===== src/rtl/i2c_cmd_sequencer_if.sv =====
// Command/response handshake plus Avalon-MM engine bus for i2c_cmd_sequencer.
// master: the sequencer's view; slave: the command source / engine side.
interface i2c_cmd_sequencer_if;
    logic        cmd_valid;
    logic        cmd_ready;
    logic        cmd_rw;
    logic [6:0]  cmd_dev;
    logic [7:0]  cmd_reg;
    logic [7:0]  cmd_wdata;
    logic        rsp_valid;
    logic [7:0]  rsp_rdata;
    logic        rsp_nack;
    logic [1:0]  rsp_nack_stage;
    logic [1:0]  av_address;
    logic        av_write;
    logic        av_read;
    logic [31:0] av_writedata;
    logic [31:0] av_readdata;
    logic        av_readdatavalid;
    logic        av_waitrequest;

    modport master (
        input  cmd_valid, cmd_rw, cmd_dev, cmd_reg, cmd_wdata,
        input  av_readdata, av_readdatavalid, av_waitrequest,
        output cmd_ready, rsp_valid, rsp_rdata, rsp_nack, rsp_nack_stage,
        output av_address, av_write, av_read, av_writedata
    );

    modport slave (
        output cmd_valid, cmd_rw, cmd_dev, cmd_reg, cmd_wdata,
        output av_readdata, av_readdatavalid, av_waitrequest,
        input  cmd_ready, rsp_valid, rsp_rdata, rsp_nack, rsp_nack_stage,
        input  av_address, av_write, av_read, av_writedata
    );
endinterface


===== src/rtl/i2c_cmd_sequencer.sv =====
// Expands register-level I2C read/write commands into i2c_interface engine
// primitives (START, byte write, ACK read, byte read, STOP) and reports one response.
module i2c_cmd_sequencer #(
    parameter bit ABORT_ON_NACK = 1'b1
) (
    input  logic clk,
    input  logic rst_n,
    i2c_cmd_sequencer_if.master bus
);

    typedef enum logic [3:0] {
        ST_IDLE, ST_START, ST_DEVW, ST_ACK_DEV, ST_REG, ST_ACK_REG,
        ST_DATA, ST_ACK_DATA, ST_RSTART, ST_DEVR, ST_ACK_DEVR,
        ST_RDBYTE, ST_STOP, ST_WAIT_IDLE, ST_RESP
    } state_t;

    // Each primitive step is issued (REQ), then either idles one cycle (GAP) or awaits read data.
    typedef enum logic [1:0] {PH_REQ, PH_GAP, PH_RDWAIT} phase_t;

    state_t      state_q, state_d;
    phase_t      phase_q, phase_d;
    logic        rw_q, rw_d;
    logic [6:0]  dev_q, dev_d;
    logic [7:0]  reg_q, reg_d;
    logic [7:0]  wdata_q, wdata_d;
    logic        ready_q, ready_d;
    logic [7:0]  rdata_q, rdata_d;
    logic        nack_q, nack_d;
    logic [1:0]  stage_q, stage_d;

    logic        req_write, req_read;
    logic [1:0]  req_addr;
    logic [7:0]  req_byte;
    logic        unused_rd_hi;

    function automatic state_t step_after(input state_t s, input logic rw);
        case (s)
            ST_START:    return ST_DEVW;
            ST_DEVW:     return ST_ACK_DEV;
            ST_ACK_DEV:  return ST_REG;
            ST_REG:      return ST_ACK_REG;
            ST_ACK_REG:  return rw ? ST_RSTART : ST_DATA;
            ST_DATA:     return ST_ACK_DATA;
            ST_ACK_DATA: return ST_STOP;
            ST_RSTART:   return ST_DEVR;
            ST_DEVR:     return ST_ACK_DEVR;
            ST_ACK_DEVR: return ST_RDBYTE;
            ST_RDBYTE:   return ST_STOP;
            ST_STOP:     return ST_WAIT_IDLE;
            default:     return ST_IDLE;
        endcase
    endfunction

    function automatic logic [1:0] stage_of(input state_t s);
        case (s)
            ST_ACK_DEV: return 2'd1;
            ST_ACK_REG: return 2'd2;
            default:    return 2'd3;
        endcase
    endfunction

    function automatic logic is_read_step(input state_t s);
        return (s == ST_ACK_DEV) || (s == ST_ACK_REG) || (s == ST_ACK_DATA) ||
               (s == ST_ACK_DEVR) || (s == ST_RDBYTE);
    endfunction

    always_ff @(posedge clk or negedge rst_n) begin
        if (!rst_n) begin
            state_q <= ST_IDLE;
            phase_q <= PH_REQ;
            rw_q    <= 1'b0;
            dev_q   <= '0;
            reg_q   <= '0;
            wdata_q <= '0;
            ready_q <= 1'b0;
            rdata_q <= '0;
            nack_q  <= 1'b0;
            stage_q <= '0;
        end else begin
            state_q <= state_d;
            phase_q <= phase_d;
            rw_q    <= rw_d;
            dev_q   <= dev_d;
            reg_q   <= reg_d;
            wdata_q <= wdata_d;
            ready_q <= ready_d;
            rdata_q <= rdata_d;
            nack_q  <= nack_d;
            stage_q <= stage_d;
        end
    end

    always_comb begin
        state_d = state_q;
        phase_d = phase_q;
        rw_d    = rw_q;
        dev_d   = dev_q;
        reg_d   = reg_q;
        wdata_d = wdata_q;
        rdata_d = rdata_q;
        nack_d  = nack_q;
        stage_d = stage_q;
        case (state_q)
            ST_IDLE: begin
                if (bus.cmd_valid && ready_q) begin
                    rw_d    = bus.cmd_rw;
                    dev_d   = bus.cmd_dev;
                    reg_d   = bus.cmd_reg;
                    wdata_d = bus.cmd_wdata;
                    rdata_d = '0;
                    nack_d  = 1'b0;
                    stage_d = '0;
                    state_d = ST_START;
                    phase_d = PH_REQ;
                end
            end
            ST_WAIT_IDLE: if (!bus.av_waitrequest) state_d = ST_RESP;
            ST_RESP:      state_d = ST_IDLE;
            default: begin
                case (phase_q)
                    PH_REQ: begin
                        if (!bus.av_waitrequest) begin
                            if (is_read_step(state_q))  phase_d = PH_RDWAIT;
                            else if (state_q == ST_STOP) state_d = ST_WAIT_IDLE;
                            else                         phase_d = PH_GAP;
                        end
                    end
                    PH_GAP: begin
                        state_d = step_after(state_q, rw_q);
                        phase_d = PH_REQ;
                    end
                    default: begin
                        if (bus.av_readdatavalid) begin
                            state_d = step_after(state_q, rw_q);
                            phase_d = PH_REQ;
                            if (state_q == ST_RDBYTE) begin
                                rdata_d = bus.av_readdata[7:0];
                            end else if (bus.av_readdata[1]) begin
                                if (!nack_q) begin
                                    nack_d  = 1'b1;
                                    stage_d = stage_of(state_q);
                                end
                                if (ABORT_ON_NACK) state_d = ST_STOP;
                            end
                        end
                    end
                endcase
            end
        endcase
        ready_d = (state_d == ST_IDLE);
    end

    always_comb begin
        req_write = 1'b0;
        req_read  = 1'b0;
        req_addr  = '0;
        req_byte  = '0;
        if (phase_q == PH_REQ) begin
            case (state_q)
                ST_START, ST_RSTART: begin req_write = 1'b1; req_byte = 8'h01; end
                ST_DEVW: begin req_write = 1'b1; req_addr = 2'd1; req_byte = {dev_q, 1'b0}; end
                ST_REG:  begin req_write = 1'b1; req_addr = 2'd1; req_byte = reg_q; end
                ST_DATA: begin req_write = 1'b1; req_addr = 2'd1; req_byte = wdata_q; end
                ST_DEVR: begin req_write = 1'b1; req_addr = 2'd1; req_byte = {dev_q, 1'b1}; end
                ST_STOP: req_write = 1'b1;
                ST_ACK_DEV, ST_ACK_REG, ST_ACK_DATA, ST_ACK_DEVR: req_read = 1'b1;
                ST_RDBYTE: begin req_read = 1'b1; req_addr = 2'd3; end
                default: ;
            endcase
        end
    end

    // Upper engine read bits carry nothing for this block.
    assign unused_rd_hi       = ^bus.av_readdata[31:8];

    assign bus.cmd_ready      = ready_q;
    assign bus.rsp_valid      = (state_q == ST_RESP);
    assign bus.rsp_rdata      = rdata_q;
    assign bus.rsp_nack       = nack_q;
    assign bus.rsp_nack_stage = stage_q;
    assign bus.av_write       = req_write;
    assign bus.av_read        = req_read;
    assign bus.av_address     = req_addr;
    assign bus.av_writedata   = {24'd0, req_byte};

endmodule


===== src/flat_wrapper.sv =====
// flat-port wrapper written by rule: the top's interface ports become plain ports
module i2c_cmd_sequencer_flat 
#(
    parameter bit ABORT_ON_NACK = 1'b1
)
  (clk, rst_n, bus_cmd_valid, bus_cmd_rw, bus_cmd_dev, bus_cmd_reg, bus_cmd_wdata, bus_av_readdata, bus_av_readdatavalid, bus_av_waitrequest, bus_cmd_ready, bus_rsp_valid, bus_rsp_rdata, bus_rsp_nack, bus_rsp_nack_stage, bus_av_address, bus_av_write, bus_av_read, bus_av_writedata);
  i2c_cmd_sequencer_if bus_i ();
  input  logic clk;
  input  logic rst_n;
  input wire logic [$bits(bus_i.cmd_valid)-1:0] bus_cmd_valid;
  input wire logic [$bits(bus_i.cmd_rw)-1:0] bus_cmd_rw;
  input wire logic [$bits(bus_i.cmd_dev)-1:0] bus_cmd_dev;
  input wire logic [$bits(bus_i.cmd_reg)-1:0] bus_cmd_reg;
  input wire logic [$bits(bus_i.cmd_wdata)-1:0] bus_cmd_wdata;
  input wire logic [$bits(bus_i.av_readdata)-1:0] bus_av_readdata;
  input wire logic [$bits(bus_i.av_readdatavalid)-1:0] bus_av_readdatavalid;
  input wire logic [$bits(bus_i.av_waitrequest)-1:0] bus_av_waitrequest;
  output wire logic [$bits(bus_i.cmd_ready)-1:0] bus_cmd_ready;
  output wire logic [$bits(bus_i.rsp_valid)-1:0] bus_rsp_valid;
  output wire logic [$bits(bus_i.rsp_rdata)-1:0] bus_rsp_rdata;
  output wire logic [$bits(bus_i.rsp_nack)-1:0] bus_rsp_nack;
  output wire logic [$bits(bus_i.rsp_nack_stage)-1:0] bus_rsp_nack_stage;
  output wire logic [$bits(bus_i.av_address)-1:0] bus_av_address;
  output wire logic [$bits(bus_i.av_write)-1:0] bus_av_write;
  output wire logic [$bits(bus_i.av_read)-1:0] bus_av_read;
  output wire logic [$bits(bus_i.av_writedata)-1:0] bus_av_writedata;
  assign bus_i.cmd_valid = bus_cmd_valid;
  assign bus_i.cmd_rw = bus_cmd_rw;
  assign bus_i.cmd_dev = bus_cmd_dev;
  assign bus_i.cmd_reg = bus_cmd_reg;
  assign bus_i.cmd_wdata = bus_cmd_wdata;
  assign bus_i.av_readdata = bus_av_readdata;
  assign bus_i.av_readdatavalid = bus_av_readdatavalid;
  assign bus_i.av_waitrequest = bus_av_waitrequest;
  assign bus_cmd_ready = bus_i.cmd_ready;
  assign bus_rsp_valid = bus_i.rsp_valid;
  assign bus_rsp_rdata = bus_i.rsp_rdata;
  assign bus_rsp_nack = bus_i.rsp_nack;
  assign bus_rsp_nack_stage = bus_i.rsp_nack_stage;
  assign bus_av_address = bus_i.av_address;
  assign bus_av_write = bus_i.av_write;
  assign bus_av_read = bus_i.av_read;
  assign bus_av_writedata = bus_i.av_writedata;
  i2c_cmd_sequencer #(.ABORT_ON_NACK(ABORT_ON_NACK)) u_core (.clk(clk), .rst_n(rst_n), .bus(bus_i));
endmodule

===== config.mk =====
export PLATFORM = sky130hd
export DESIGN_NAME = i2c_cmd_sequencer_flat
export DESIGN_NICKNAME = d
export VERILOG_FILES = /design/src/rtl/i2c_cmd_sequencer_if.sv /design/src/rtl/i2c_cmd_sequencer.sv /design/src/flat_wrapper.sv
export SDC_FILE = /design/constraint.sdc
export NUM_CORES = 1
export LEC_CHECK = 0
export ABC_AREA = 1
export ABC_CLOCK_PERIOD_IN_PS = 2100
export CORE_MARGIN = 10
export CORE_UTILIZATION = 43
export CTS_BUF_LIST = sky130_fd_sc_hd__clkbuf_4
export CTS_CLUSTER_DIAMETER = 50
export DETAILED_ROUTE_END_ITERATION = 16
export PLACE_DENSITY = 0.81
export SYNTH_ARGS = -nofsm -noshare
export SYNTH_HDL_FRONTEND = slang
export SYNTH_SLANG_ARGS = --single-unit

===== constraint.sdc =====
create_clock -name clk -period 2.1 [get_ports clk]
set_input_delay 0.315 -clock clk [delete_from_list [all_inputs] [get_ports clk]]
set_output_delay 0.315 -clock clk [all_outputs]
set_load 0.05 [all_outputs]

== Word level (Yosys, flattened, before mapping) ==
Cells that the tools add are included.
W data, S select, Z words.
Word-level totals
  register bits: 42
  bits in latches: 0
  logic and storage cells: 101
  memories: 0
  output and inout port bits: 49
  bits in read-only memories: 0
  RAM bits: 0
  input bits: 61
Cells by class
  divide/modulo/power cells: 0
  bitwise logic cells: 1
  order comparisons: 0
  add/sub/neg operators: 0
  multiply operators: 0
  multiplexer cells: 45
  reduce and logical (&&, ||, !) cells: 24
  eq/ne operators: 21
  shift-type cells: 0
Operators by type and width (number)
  $pmux W4 S11: 1
  $mux W8: 5
  $pmux W8 S5: 1
  $mux W4: 9
  $eq A4 B4 Y1 const B: 7
  $mux W2: 11
  $pmux W2 S2: 5
  $eq A4 B3 Y1 const B: 4
  $pmux W8 S2: 1
  $pmux W4 S3: 1
  $reduce_and A5 Y1: 2
  $mux W1: 9
  $eq A4 B2 Y1 const B: 2
  $logic_not A4 Y1: 2
  $pmux W4 S2: 1
  $reduce_or A2 Y1: 4
  $reduce_and A7 Y1: 1
  $reduce_or A7 Y1: 1
  $reduce_and A6 Y1: 1
  $reduce_bool A2 Y1: 3
  $reduce_or A5 Y1: 1
  $eq A4 B1 Y1 const B: 1
  $logic_or A1 B1 Y1: 4
  $ne A2 B1 Y1 const B: 2
  other kinds (11): 12

== Logic depth before layout (Yosys ltp) ==
Gate-level depths: netlist (run 1).
  word-level depth: 10
  mapped depth: 12
  mapped depth without buffers: 12

== Worst setup path after synthesis (run 1) ==
No wires, ideal clock.
  kind: register to output
  from: register u_core.state_q[2]
  to: output bus_av_writedata[1]
  cell stages (with the launch flop): 7
  slack: -0.204 ns
  buffers on the path: 0
  data arrival time: 1.989 ns
  path through: dfrtp_1 inv_1 nor2_1 inv_1 nor2_1 nand2_1 a31oi_1
Between the ends
  cells in the longest elaborated chain, start to end: 4
  elaborated cells on any way between the ends: 9
Ends and longest elaborated chain
  from (decl): line i2c_cmd_sequencer.sv:20  | state_t state_q, state_d;
  from (signal assigned): line i2c_cmd_sequencer.sv:80  | state_q <= state_d;
  $eq A4 B1 Y1 / $eq A4 B4 Y1 (equally long branches): line i2c_cmd_sequencer.sv:159  | case (state_q)
  $reduce_or A2 Y1: line i2c_cmd_sequencer.sv:159
  $pmux W8 S5 *: line i2c_cmd_sequencer.sv:159
  $mux W8 *: line i2c_cmd_sequencer.sv:158  | if (phase_q == PH_REQ) begin
  to (decl): line flat_wrapper.sv:26  | output wire logic [$bits(bus_i.av_writedata)-1:0] bus_av_writedata;
Every way passes the cells marked *; elsewhere a longest branch is shown, timed or not.

== Worst setup path in the final report (run 1) ==
  from: register u_core.state_q[3]
  to: output bus_av_writedata[3]
Same word-level chain as after synthesis.

==> flow_summary.toml, run 1 <==
[floorplan]
die_w_um = 94.8
ios = 110
rows = 27
core-area_mm2 = 0.00547
start_util_pct = 43.9
die_h_um = 94.8
dieArea_mm2 = 0.00898

[place]
hpwl_um = 5160
io_buffers = 61
routabilityCongestion = 0.931
dpl_cell_area_mm2 = 0.00323

[synthesis]
synth-simple-area-share_pct = 32.5
synth_xor_area_share_pct = 0
avgSynthCellArea_um2 = 7.05
ys_ff_latch = 42
ys_types = 22
yosys_warnings = 0
synth_cells = 341
synth_seq_area_share_pct = 43.7
muxShareOfSynthArea_pct = 0
netlist_area_mm2 = 0.00240
synth_compound_area_share_pct = 9.73
synth_top_family_by_area = "simple AND/OR/NAND/NOR gates"
synthAdderAreaFrac_pct = 0

[timing]
slew_headroom_pct = 55.1
hold_violations = 0
finalClockSkew_ns = 0.0103
min_period_ns = 2.11
drv_slew = 0
finalWorstSetupSlack_ns = -0.00531
fmax_mhz = 475
holdWs_ns = 0.00605
period_share_pct = 100
rsz0062_at_grt = "true"
tightest_slew_ns = 0.673
final-setup-viol-count = 2

[clocking]
clk_latency_ns = 0.36
path_clk_slew_ns = 0.13
cts_made_buffers = 5
cts_buffer_depth = 2
htreeDepth = 2
clock-sinks = 42
cts_root_buf = "clkbuf_4"
tritoncts = "yes"

[layout]
design_area_mm2 = 0.00359
drive_gt1_share_pct = 22.9
n_antenna_cell = 0
areaGrowthSynthToFinish_pct = 49.5
fin_nets = 481
fillCellCount = 465

[detailed_routing]
avgRoutedWirePerCell_um = 14.2
ant_nets = 0
viasPerCell = 4.80
drtIter0Drc = 107
vias = 2361
routed_wl_um = 6970
drc = 0
drt-pass1-iter-count = 4

[grt]
antenna_found_initial = 0
grt_use_total_pct = 15.4
grt_pass1_wl_um = 11000
grt-ovfl-total = 0
grt_max_degree = 43
grt_pass1_vias = 2335

[power_and_ir_drop]
pwr-share-clk_pct = 9.1
power_uw = 5480
p_leak_uw = 0.00174
power_density_mw_per_mm2 = 1520
p_int_uw = 2710
netSwitchingFraction_pct = 50.6
switchingPower_uw = 2770
p_comb_share_pct = 64.0
vdd.ir_drop.worst_v = 0.000979
p_seq_share_pct = 26.9

[run]
max-cap-violations = 0

[critical_path]
path_class = "reg -> out"
cp-start-kind = "flip-flop"
arrival_ns = 1.79
critPathRequiredTime_ns = 1.78
cp_max_fo = 7
endpoint_kind = "primary output"

[min_path]
hold_class = "in -> async"

[outcome]
violations = "negative setup slack"
status = "finished, violations left"
power by group through the flow:
stage | Combinational [uW] | Sequential (uW) | Clock, uW
2_1_floorplan | 1750 | 1710 | 0
3_3_place_gp | 3100 | 1400 | 0
3_5_place_dp | 3120 | 1420 | 0
4_1_cts | 3290 | 1430 | 510
5_1_grt | 3800 | 1520 | 541
6_report | 3510 | 1470 | 497
final cells by class:
cell class	instances	area, um^2	area share, %
Inverter	32	123	3.41
Timing Repair Buffer	80	877	24.4
Clock inverter	2	33.8	0.940
Clock buffer	5	37.5	1.04
Multi-Input combinational cell	259	1380	38.3
Sequential cell	42	1060	29.4
Tap cell	72	90.1	2.51
layout by cell type (no fill, tap or decap), types with 4 or more instances in the layout:
cell,count
inv_1,24
buf_4,18
o21ai_0,13
dfrtp_2,4
nand2_4,5
buf_12,12
nor2_2,6
nor2_4,5
clkdlybuf4s50_1,47
nand2_2,15
a31oi_4,7
conb_1,24
nor2_1,15
nand2_1,124
dfrtp_1,38
a21oi_1,10
nand3_1,21
clkbuf_4,5
inv_2,7
final timing paths:
path                                             start                                   to  slack [ns]  depth (start not counted)
min reg2reg                u_core.dev_q[1]$_DFFE_PN0P_          u_core.dev_q[1]$_DFFE_PN0P_        0.49                          2
max reg2reg                u_core.state_q[1]$_DFF_PN0_  u_core.bus.rsp_rdata[4]$_DFFE_PN0P_        0.13                         12
max in group asynchronous                        rst_n          u_core.state_q[0]$_DFF_PN0_        1.71                          2
min in group clk                        bus_cmd_dev[1]          u_core.dev_q[1]$_DFFE_PN0P_        0.48                          3
max                        u_core.state_q[3]$_DFF_PN0_                  bus_av_writedata[3]      -0.005                          7
min                                              rst_n        u_core.wdata_q[6]$_DFFE_PN0P_       0.006                          2
critical path, stage by stage, from the launching register on:
cell and delay (ns):
dfrtp_2 0.49, nor2_4 0.16, inv_2 0.07, nor2_4 0.11, buf_8 0.16, nand2_4 0.06
a31oi_4 0.22, buf_12 0.16
cell usage after synthesis:
| cell type | instances | share of area (%) |
|---|---|---|
| o31ai_1 | 1 | 0.31 |
| a41oi_1 | 1 | 0.36 |
| a221oi_1 | 1 | 0.36 |
| a21oi_2 | 1 | 0.36 |
| o21ai_0 | 15 | 3.1 |
| nor2_1 | 24 | 3.7 |
| nor2_2 | 2 | 0.52 |
| nand4_1 | 2 | 0.52 |
| nand2_4 | 1 | 0.47 |
| inv_1 | 31 | 4.8 |
| a211oi_1 | 2 | 0.62 |
| nand2_1 | 145 | 23 |
| buf_4 | 24 | 7.5 |
| clkbuf_1 | 6 | 0.94 |
| conb_1 | 1 | 0.16 |
| nand3_1 | 22 | 4.6 |
| a21oi_1 | 10 | 2.1 |
| dfrtp_1 | 42 | 44 |
| a31oi_1 | 7 | 1.8 |
| a21oi_4 | 1 | 0.68 |
| inv_2 | 1 | 0.16 |
| buf_6 | 1 | 0.47 |
flip-flops by register name, summed over array words and instances (netlist names), 2 cells and up:
register,cells
u_core.dev_q,7
u_core.phase_q,2
u_core.state_q,4
u_core.wdata_q,8
u_core.bus.rsp_nack_stage,2
u_core.bus.rsp_rdata,8
u_core.reg_q,8
cell families (layout without fill, tap and decap cells):
| group | Yosys count | count (layout) |
|---|---|---|
| and+or+nand+nor | 196 | 196 |
| DFF | 42 | 42 |
| buffers and inverters | 63 | 119 |
| AOI/OAI and AO/OA | 39 | 39 |
| other | 1 | 24 |
what timing repair did:
action / CTS / global route
resized for setup: 27 / 42
buffers inserted: 4 / 3
hold buffers: 0 / 0
pin swaps: 11 / 15
setup endpoints to repair: 11 / 11
per-layer routing:
layer,vias to the layer above,routed length [um],global-route usage (%)
met3,14,721,6.26
met5,-,0,0
li1,1180,-,-
met4,0,105,4.99
met2,104,3410,26.4
met1,1063,2740,16.9
stage by stage:
| step | worst slack [ns] | TNS [ns] | std cells | utilization [%] |
|---|---|---|---|---|
| final | -0.00531 | -0.00899 | 492 | 65.6 |
| after floorplan | 0.0276 | 0 | 364 | - |
| after detailed placement | 0.123 | 0 | 478 | 58.9 |
| after global routing | -0.106 | -0.880 | 492 | 65.6 |
| after global placement | 0.131 | 0 | 478 | 58.9 |
| after CTS | -0.0407 | -0.278 | 489 | 62.6 |
No activity file was read; power rests on OpenSTA's default activity.
==> inputs of run 2 (changes only) <==
SLEW_MARGIN = 10   (was not set)
==> results of run 2 <==
The final DEF is identical to that of run 1; final timing and power are the same.
